### src/rtl/cci_mpf_if_pkg.sv
// Reduced CCI-P/MPF payload types shared by the AFU- and FIU-facing interfaces.
package cci_mpf_if_pkg;

  localparam int unsigned CCI_ADDR_WIDTH  = 42;
  localparam int unsigned CCI_MDATA_WIDTH = 16;
  localparam int unsigned CCI_DATA_WIDTH  = 64;
  localparam int unsigned CCI_TID_WIDTH   = 9;

  typedef struct packed {
    logic [CCI_ADDR_WIDTH-1:0]  addr;
    logic [CCI_MDATA_WIDTH-1:0] mdata;
    logic                       valid;
  } t_if_cci_mpf_c0_Tx;

  typedef struct packed {
    logic [CCI_ADDR_WIDTH-1:0]  addr;
    logic [CCI_MDATA_WIDTH-1:0] mdata;
    logic [CCI_DATA_WIDTH-1:0]  data;
    logic                       sop;
    logic                       valid;
  } t_if_cci_mpf_c1_Tx;

  typedef struct packed {
    logic [CCI_TID_WIDTH-1:0]  tid;
    logic [CCI_DATA_WIDTH-1:0] data;
    logic                      valid;
  } t_if_cci_c2_Tx;

  typedef struct packed {
    logic [CCI_MDATA_WIDTH-1:0] mdata;
    logic [CCI_DATA_WIDTH-1:0]  data;
    logic                       valid;
  } t_if_cci_c0_Rx;

  typedef struct packed {
    logic [CCI_MDATA_WIDTH-1:0] mdata;
    logic                       valid;
  } t_if_cci_c1_Rx;

endpackage

### src/rtl/cci_mpf_shim_tx_buffer_pkg.sv
// Defaults and error-flag layout for the Tx buffering shim.
package cci_mpf_shim_tx_buffer_pkg;

  localparam int unsigned TX_BUF_DEPTH  = 16;
  localparam int unsigned TX_BUF_THRESH = 4;

  // bit0 = c0 (reads), bit1 = c1 (writes)
  typedef struct packed {
    logic c1;
    logic c0;
  } t_tx_buffer_err;

endpackage

### src/rtl/cci_mpf_if.sv
// One MPF connection point; to_fiu is the view of a shim looking toward the FIU.
interface cci_mpf_if;
  import cci_mpf_if_pkg::*;

  logic              reset;
  t_if_cci_mpf_c0_Tx c0Tx;
  t_if_cci_mpf_c1_Tx c1Tx;
  t_if_cci_c2_Tx     c2Tx;
  logic              c0TxAlmFull;
  logic              c1TxAlmFull;
  t_if_cci_c0_Rx     c0Rx;
  t_if_cci_c1_Rx     c1Rx;

  modport to_fiu (
    input  reset,
    output c0Tx, c1Tx, c2Tx,
    input  c0TxAlmFull, c1TxAlmFull, c0Rx, c1Rx
  );

  modport to_afu (
    output reset,
    input  c0Tx, c1Tx, c2Tx,
    output c0TxAlmFull, c1TxAlmFull, c0Rx, c1Rx
  );
endinterface

### src/rtl/cci_mpf_shim_tx_fifo.sv
// Per-channel request FIFO with a registered early almost-full.
module cci_mpf_shim_tx_fifo #(
  parameter int unsigned N_DATA_BITS = 32,
  parameter int unsigned DEPTH       = 16,
  parameter int unsigned THRESH      = 4
) (
  input  logic                   clk,
  input  logic                   reset,
  input  logic                   enq_en,
  input  logic [N_DATA_BITS-1:0] enq_data,
  input  logic                   deq_en,
  output logic [N_DATA_BITS-1:0] first,
  output logic                   notEmpty,
  output logic                   almostFull,
  output logic                   full
);
  localparam int unsigned PTR_W = $clog2(DEPTH);
  localparam int unsigned CNT_W = PTR_W + 1;

  logic [N_DATA_BITS-1:0] mem [DEPTH];
  logic [PTR_W-1:0]       wr_ptr;
  logic [PTR_W-1:0]       rd_ptr;
  logic [CNT_W-1:0]       count;
  logic [CNT_W-1:0]       count_next;
  logic                   do_enq;
  logic                   do_deq;

  assign notEmpty = (count != '0);
  assign full     = (count == CNT_W'(DEPTH));
  assign first    = mem[rd_ptr];

  // A full FIFO still accepts a write in a cycle that also pops the head
  always_comb begin
    do_deq     = deq_en && notEmpty;
    do_enq     = enq_en && (!full || do_deq);
    count_next = count;
    if (do_enq && !do_deq) begin
      count_next = count + CNT_W'(1);
    end else if (!do_enq && do_deq) begin
      count_next = count - CNT_W'(1);
    end
  end

  // Storage array; contents are don't-care until written
  always_ff @(posedge clk) begin
    if (do_enq) begin
      mem[wr_ptr] <= enq_data;
    end
  end

  // Pointers and occupancy; pointers wrap at DEPTH naturally
  always_ff @(posedge clk or posedge reset) begin
    if (reset) begin
      wr_ptr <= '0;
      rd_ptr <= '0;
      count  <= '0;
    end else begin
      if (do_enq) wr_ptr <= wr_ptr + PTR_W'(1);
      if (do_deq) rd_ptr <= rd_ptr + PTR_W'(1);
      count <= count_next;
    end
  end

  // Almost-full looks at next-state occupancy; held high through reset
  always_ff @(posedge clk or posedge reset) begin
    if (reset) begin
      almostFull <= 1'b1;
    end else begin
      almostFull <= (count_next >= CNT_W'(DEPTH - THRESH));
    end
  end
endmodule

### src/rtl/cci_mpf_shim_tx_buffer.sv
// MPF shim: buffers c0/c1 requests toward the FIU and presents its own early
// almost-full to the AFU; c2Tx and the Rx paths are simply retimed by one cycle.
module cci_mpf_shim_tx_buffer
  import cci_mpf_if_pkg::*;
  import cci_mpf_shim_tx_buffer_pkg::*;
#(
  parameter int unsigned DEPTH  = TX_BUF_DEPTH,
  parameter int unsigned THRESH = TX_BUF_THRESH
) (
  input  logic       clk,
  input  logic       reset,
  cci_mpf_if.to_fiu  fiu,
  cci_mpf_if.to_afu  afu,
  output logic [1:0] overflow_err
);
  localparam int unsigned C0_BITS = $bits(t_if_cci_mpf_c0_Tx);
  localparam int unsigned C1_BITS = $bits(t_if_cci_mpf_c1_Tx);

  logic               reset_q;
  logic               c0_fiu_alm_q;
  logic               c1_fiu_alm_q;
  logic               c0_deq;
  logic               c1_deq;
  logic               c0_not_empty;
  logic               c1_not_empty;
  logic               c0_full;
  logic               c1_full;
  logic               c0_alm;
  logic               c1_alm;
  logic [C0_BITS-1:0] c0_first;
  logic [C1_BITS-1:0] c1_first;
  t_if_cci_mpf_c0_Tx  c0_head;
  t_if_cci_mpf_c1_Tx  c1_head;
  t_tx_buffer_err     err_q;
  t_if_cci_c2_Tx      c2_tx_q;
  t_if_cci_c0_Rx      c0_rx_q;
  t_if_cci_c1_Rx      c1_rx_q;

  cci_mpf_shim_tx_fifo #(
    .N_DATA_BITS (C0_BITS),
    .DEPTH       (DEPTH),
    .THRESH      (THRESH)
  ) c0_fifo (
    .clk        (clk),
    .reset      (reset),
    .enq_en     (afu.c0Tx.valid),
    .enq_data   (afu.c0Tx),
    .deq_en     (c0_deq),
    .first      (c0_first),
    .notEmpty   (c0_not_empty),
    .almostFull (c0_alm),
    .full       (c0_full)
  );

  cci_mpf_shim_tx_fifo #(
    .N_DATA_BITS (C1_BITS),
    .DEPTH       (DEPTH),
    .THRESH      (THRESH)
  ) c1_fifo (
    .clk        (clk),
    .reset      (reset),
    .enq_en     (afu.c1Tx.valid),
    .enq_data   (afu.c1Tx),
    .deq_en     (c1_deq),
    .first      (c1_first),
    .notEmpty   (c1_not_empty),
    .almostFull (c1_alm),
    .full       (c1_full)
  );

  // FIU almost-full as seen last cycle gates this cycle's dequeue
  always_ff @(posedge clk or posedge reset) begin
    if (reset) begin
      c0_fiu_alm_q <= 1'b1;
      c1_fiu_alm_q <= 1'b1;
    end else begin
      c0_fiu_alm_q <= fiu.c0TxAlmFull;
      c1_fiu_alm_q <= fiu.c1TxAlmFull;
    end
  end

  assign c0_deq = c0_not_empty && !c0_fiu_alm_q;
  assign c1_deq = c1_not_empty && !c1_fiu_alm_q;

  // Present FIFO heads to the FIU with valid reflecting an actual dequeue
  always_comb begin
    c0_head       = t_if_cci_mpf_c0_Tx'(c0_first);
    c0_head.valid = c0_deq;
    c1_head       = t_if_cci_mpf_c1_Tx'(c1_first);
    c1_head.valid = c1_deq;
  end

  assign fiu.c0Tx = c0_head;
  assign fiu.c1Tx = c1_head;

  // Sticky overflow: a request dropped because its FIFO was full and not popping
  always_ff @(posedge clk or posedge reset) begin
    if (reset) begin
      err_q <= '0;
    end else begin
      if (afu.c0Tx.valid && c0_full && !c0_deq) err_q.c0 <= 1'b1;
      if (afu.c1Tx.valid && c1_full && !c1_deq) err_q.c1 <= 1'b1;
    end
  end

  assign overflow_err = err_q;

  // One-cycle retiming of MMIO responses and read/write responses
  always_ff @(posedge clk or posedge reset) begin
    if (reset) begin
      c2_tx_q <= '0;
      c0_rx_q <= '0;
      c1_rx_q <= '0;
    end else begin
      c2_tx_q <= afu.c2Tx;
      c0_rx_q <= fiu.c0Rx;
      c1_rx_q <= fiu.c1Rx;
    end
  end

  assign fiu.c2Tx = c2_tx_q;
  assign afu.c0Rx = c0_rx_q;
  assign afu.c1Rx = c1_rx_q;

  // Reset forwarded toward the AFU, stretched by one registered cycle
  always_ff @(posedge clk or posedge reset) begin
    if (reset) begin
      reset_q <= 1'b1;
    end else begin
      reset_q <= 1'b0;
    end
  end

  assign afu.reset       = reset_q;
  assign afu.c0TxAlmFull = c0_alm;
  assign afu.c1TxAlmFull = c1_alm;
endmodule

### src/flat_wrapper.sv
// flat-port wrapper written by rule: the top's interface ports become plain ports
module cci_mpf_shim_tx_buffer_flat import cci_mpf_if_pkg::*; import cci_mpf_shim_tx_buffer_pkg::*;
#(
  parameter int unsigned DEPTH  = TX_BUF_DEPTH,
  parameter int unsigned THRESH = TX_BUF_THRESH
)
  (clk, reset, overflow_err, fiu_reset, fiu_c0Tx, fiu_c1Tx, fiu_c2Tx, fiu_c0TxAlmFull, fiu_c1TxAlmFull, fiu_c0Rx, fiu_c1Rx, afu_reset, afu_c0Tx, afu_c1Tx, afu_c2Tx, afu_c0TxAlmFull, afu_c1TxAlmFull, afu_c0Rx, afu_c1Rx);
  cci_mpf_if fiu_i ();
  cci_mpf_if afu_i ();
  input  logic clk;
  input  logic reset;
  output logic [1:0] overflow_err;
  input wire logic [$bits(fiu_i.reset)-1:0] fiu_reset;
  output wire logic [$bits(fiu_i.c0Tx)-1:0] fiu_c0Tx;
  output wire logic [$bits(fiu_i.c1Tx)-1:0] fiu_c1Tx;
  output wire logic [$bits(fiu_i.c2Tx)-1:0] fiu_c2Tx;
  input wire logic [$bits(fiu_i.c0TxAlmFull)-1:0] fiu_c0TxAlmFull;
  input wire logic [$bits(fiu_i.c1TxAlmFull)-1:0] fiu_c1TxAlmFull;
  input wire logic [$bits(fiu_i.c0Rx)-1:0] fiu_c0Rx;
  input wire logic [$bits(fiu_i.c1Rx)-1:0] fiu_c1Rx;
  output wire logic [$bits(afu_i.reset)-1:0] afu_reset;
  input wire logic [$bits(afu_i.c0Tx)-1:0] afu_c0Tx;
  input wire logic [$bits(afu_i.c1Tx)-1:0] afu_c1Tx;
  input wire logic [$bits(afu_i.c2Tx)-1:0] afu_c2Tx;
  output wire logic [$bits(afu_i.c0TxAlmFull)-1:0] afu_c0TxAlmFull;
  output wire logic [$bits(afu_i.c1TxAlmFull)-1:0] afu_c1TxAlmFull;
  output wire logic [$bits(afu_i.c0Rx)-1:0] afu_c0Rx;
  output wire logic [$bits(afu_i.c1Rx)-1:0] afu_c1Rx;
  assign fiu_i.reset = fiu_reset;
  assign fiu_c0Tx = fiu_i.c0Tx;
  assign fiu_c1Tx = fiu_i.c1Tx;
  assign fiu_c2Tx = fiu_i.c2Tx;
  assign fiu_i.c0TxAlmFull = fiu_c0TxAlmFull;
  assign fiu_i.c1TxAlmFull = fiu_c1TxAlmFull;
  assign fiu_i.c0Rx = fiu_c0Rx;
  assign fiu_i.c1Rx = fiu_c1Rx;
  assign afu_reset = afu_i.reset;
  assign afu_i.c0Tx = afu_c0Tx;
  assign afu_i.c1Tx = afu_c1Tx;
  assign afu_i.c2Tx = afu_c2Tx;
  assign afu_c0TxAlmFull = afu_i.c0TxAlmFull;
  assign afu_c1TxAlmFull = afu_i.c1TxAlmFull;
  assign afu_c0Rx = afu_i.c0Rx;
  assign afu_c1Rx = afu_i.c1Rx;
  cci_mpf_shim_tx_buffer #(.DEPTH(DEPTH), .THRESH(THRESH)) u_core (.clk(clk), .reset(reset), .fiu(fiu_i), .afu(afu_i), .overflow_err(overflow_err));
endmodule
### config.mk
export PLATFORM = sky130hd
export DESIGN_NAME = cci_mpf_shim_tx_buffer_flat
export DESIGN_NICKNAME = d
export VERILOG_FILES = /design/src/rtl/cci_mpf_if_pkg.sv /design/src/rtl/cci_mpf_shim_tx_buffer_pkg.sv /design/src/rtl/cci_mpf_if.sv /design/src/rtl/cci_mpf_shim_tx_fifo.sv /design/src/rtl/cci_mpf_shim_tx_buffer.sv /design/src/flat_wrapper.sv
export SDC_FILE = /design/constraint.sdc
export NUM_CORES = 2
export LEC_CHECK = 0
export ABC_CLOCK_PERIOD_IN_PS = 10800
export CAP_MARGIN = 10
export CORE_UTILIZATION = 45
export DETAILED_ROUTE_END_ITERATION = 10
export PLACE_DENSITY = 0.66
export SLEW_MARGIN = 25
export SYNTH_ARGS = -nofsm -noshare
export SYNTH_HDL_FRONTEND = slang
export SYNTH_SLANG_ARGS = --single-unit
### constraint.sdc
create_clock -name clk -period 10.8 [get_ports clk]
set_input_delay 1.62 -clock clk [delete_from_list [all_inputs] [get_ports clk]]
set_output_delay 1.62 -clock clk [all_outputs]
set_load 0.02 [all_outputs]
==> flow_summary.toml <==
[status]
status = "finished, final reports clean"

[clocking]
post_cts_buffers = 0
clkLatencyLatePin_ps = 950
cts_root_buf = "clkbuf_16"
ctsHtreeMaxLevel = 5
clockBufferDepth = 4
cts_hold_buf = 0
cts_tree = "done"
cts.clk_slew.worst_paths_ps = 60
post_cts_resize_count = 0
cts.sinks = 3101
cts_made_buffers = 334

[worst_setup_path]
reg2reg_depth = 8
startpoint_type = "flip-flop"
regToRegSetupSlack_ps = 6360
critPathMostFrequentCell = "mux4_2"
reg2reg_from = "u_core.c1_fifo.count[0]$_DFF_PP0_"
required_ps = 9180
slowest_delay_ps = 990
path_max_fanout = 95
slowest_stage = "dfrtp_4"
endpoint_kind = "output pin"
path_cells = "buf_12 > buf_4 > mux4_2 > mux4_2 > clkdlybuf4s50_1"
critPathArrivalTime_ps = 5120
r2r-end = "u_core.c1_fifo.mem[4][17]$_DFFE_PP_"
critical_path_class = "flip-flop to output pin"

[detailed_routing]
wl_per_cell_um = 30.0
vias = 51300
firstDrtPassIters = 6
remaining_drc_errors = 0
dr.first_iter.drc_count = 5072
ant_nets = 0
vias_per_cell = 5.74
routed_wl_mm = 268

[synthesis]
synth.avg_cell_area_um2 = 26.2
yosys_register_bits = 3101
synth.distinct_cells = 42
syn_nets = 4747
yosys_warnings = 0
async_flop_share_pct = 6.61
synth_edf_count = 2896
syn_inst = 4373
ys_seq_area_share_pct = 80.3
ys.flop_type = "edfxtp_1"
synth_area_mm2 = 0.115

[timing]
finalHoldViolCount = 0
fmax_mhz = 148
tightest_slew_ps = 1220
maxSlewHeadroom_pct = 18.7
setup_viol = 0
timing.final.crit_share_pct = 62.5
drv_slew = 0
finalClockSkew_ps = 85.9
period_needed_ps = 6740
finalSetupTns_ps = 0
rsz0062_at_grt = "no"
setup_slack_ps = 4060

[place]
gp_congestion = 0.777
dp.cells = 8323
hpwl_mm = 138
port_buffers = 718
pre_cts_ws_ps = 4820
place_area_mm2 = 0.126

[floorplan]
dieArea_mm2 = 0.257
io_pins = 720
die_w_um = 507
die_y_um = 507
coreArea_mm2 = 0.252
rows = 184
start_util_pct = 45.4

[run]
max-cap-violations = 0

[cells_and_area]
stdcell_area_mm2 = 0.137
fin_cells = 8930
fillers = 18600
nNetsFinal = 5686
drive_gt1_share_pct = 27.2
area_growth_pct = 19.3

[min_path]
min_path_type = "flip-flop to flip-flop"
min_from = "u_core.overflow_err[0]$_DFFE_PP0P_"
holdPathStages = 2
min_to = "u_core.overflow_err[0]$_DFFE_PP0P_"

[power]
pwr_density_cell_mw_per_mm2 = 270
p_total_w = 0.0369
p_leak_nw = 43.3
peakVddDrop_uv = 245

[global_route]
groute.usage.overall_pct = 20.9
grt_first_pass_wirelength_mm = 382
grt-ovfl-total = 0
antenna_found_initial = 69
grt_max_degree = 142
first_global_vias = 53300
## where the power goes
part | switching (W) | total (W) | internal, W
Sequential | 0.000517 | 0.0149 | 0.0144
Clock | 0.00447 | 0.0110 | 0.00654
Combinational | 0.00571 | 0.0110 | 0.00527
## cells in the mapped netlist (5+ instances only)
library cell	n	share of area, %
edfxtp_1	2896	76
mux4_2	905	18
dfrtp_1	200	4.4
clkbuf_1	99	0.32
buf_2	36	0.16
buf_4	32	0.21
nor2_1	30	0.098
buf_6	25	0.25
buf_1	21	0.069
nand2_1	20	0.065
ha_1	14	0.15
xnor2_1	14	0.11
inv_1	11	0.036
nor3_1	8	0.035
nand4_1	7	0.038
dfstp_2	5	0.11
## registers in the layout, summed over array words and instances, names as in the netlist
register	count
u_core.c1_fiu_alm_q	1
u_core.fiu.c2Tx	74
u_core.c0_fifo.count	5
u_core.afu.c1Rx	17
u_core.afu.c0Rx	81
u_core.c1_fifo.rd_ptr	4
u_core.afu.reset	1
u_core.c0_fifo.wr_ptr	4
u_core.c1_fifo.mem	1968
u_core.c0_fifo.mem	928
u_core.c0_fifo.rd_ptr	4
u_core.overflow_err	2
u_core.c1_fifo.count	5
u_core.c1_fifo.almostFull	1
u_core.c1_fifo.wr_ptr	4
u_core.c0_fiu_alm_q	1
u_core.c0_fifo.almostFull	1
## how the worst max path moves through the flow
stage / slack (ps) / to / from
4_1_cts: 3760 / fiu_c1Tx[116] / u_core.c1_fifo.rd_ptr[0]$_DFFE_PP0N_
2_1_floorplan: 2610 / u_core.c1_fifo.mem[15][100]$_DFFE_PP_ / afu_c1Tx[0]
3_3_place_gp: 4810 / fiu_c1Tx[116] / u_core.c1_fifo.rd_ptr[0]$_DFFE_PP0N_
6_report: 4060 / fiu_c1Tx[53] / u_core.c1_fifo.rd_ptr[0]$_DFFE_PP0N_
3_5_place_dp: 4820 / fiu_c1Tx[116] / u_core.c1_fifo.rd_ptr[0]$_DFFE_PP0N_
5_1_grt: 3690 / fiu_c1Tx[105] / u_core.c1_fifo.rd_ptr[0]$_DFFE_PP0N_
## placed cells by master, fill, tap and decap left out, types with 5 or more instances in the layout
cell type        count
clkinvlp_4          10
nand2_1             20
ha_1                14
dfrtp_4              8
inv_6                6
buf_12              22
clkinv_1            64
dfrtp_1            192
mux4_2             905
clkinv_2            46
inv_1               10
clkbuf_16          343
clkbuf_8             8
nor2_1               6
clkdlybuf4s50_1    718
nand4_1              7
bufinv_16           29
clkbuf_1            64
buf_4               73
xnor2_1             14
dfstp_2              5
nor2_4              24
edfxtp_1          2896
diode_2             25
## metal layers
metal	GRT usage [%]	wire length (um)	up-vias
li1	-	-	20900
met1	27.7	107000	28000
met2	33.9	133000	1880
met3	5.56	21200	465
met4	6.23	6760	68
met5	0	442	-
## cells by family after synthesis
kind of cell    after synthesis  synth area share (%)
other cells                   1               0.00327
simple gates                 82                 0.353
fa+ha+maj                    14                 0.153
xor+xnor                     18                 0.138
compound gates               23                 0.144
mux                         910                  17.8
buf+inv                     224                  1.04
flops                      3101                  80.3
## stage by stage
stage                     hold slack, ps  utilization (%)
after floorplan                      513                -
after global placement               458             50.0
after detailed placement             487             50.0
after CTS                            501             54.2
after global routing                 530             54.2
final                                490             54.2
## critical path, delay by kind of cell (launching register included)
| family | cells | cell delay [ps] |
|---|---|---|
| muxes | 2 | 1060 |
| DFF | 1 | 990 |
| buffers and inverters | 3 | 1750 |
## cell type report
type                       count  area [um2]  area share [%]
sequential                  3101       92100            67.4
multi-input combinational   1048       21600            15.8
clock buffer                 417        8950            6.54
timing repair buffer         816        8240            6.03
tap                         3348        4190            3.06
clock inverter               164        1580            1.15
antenna                       25        62.6          0.0457
inverter                      11        48.8          0.0357
No activity file was read; power rests on OpenSTA's default activity.
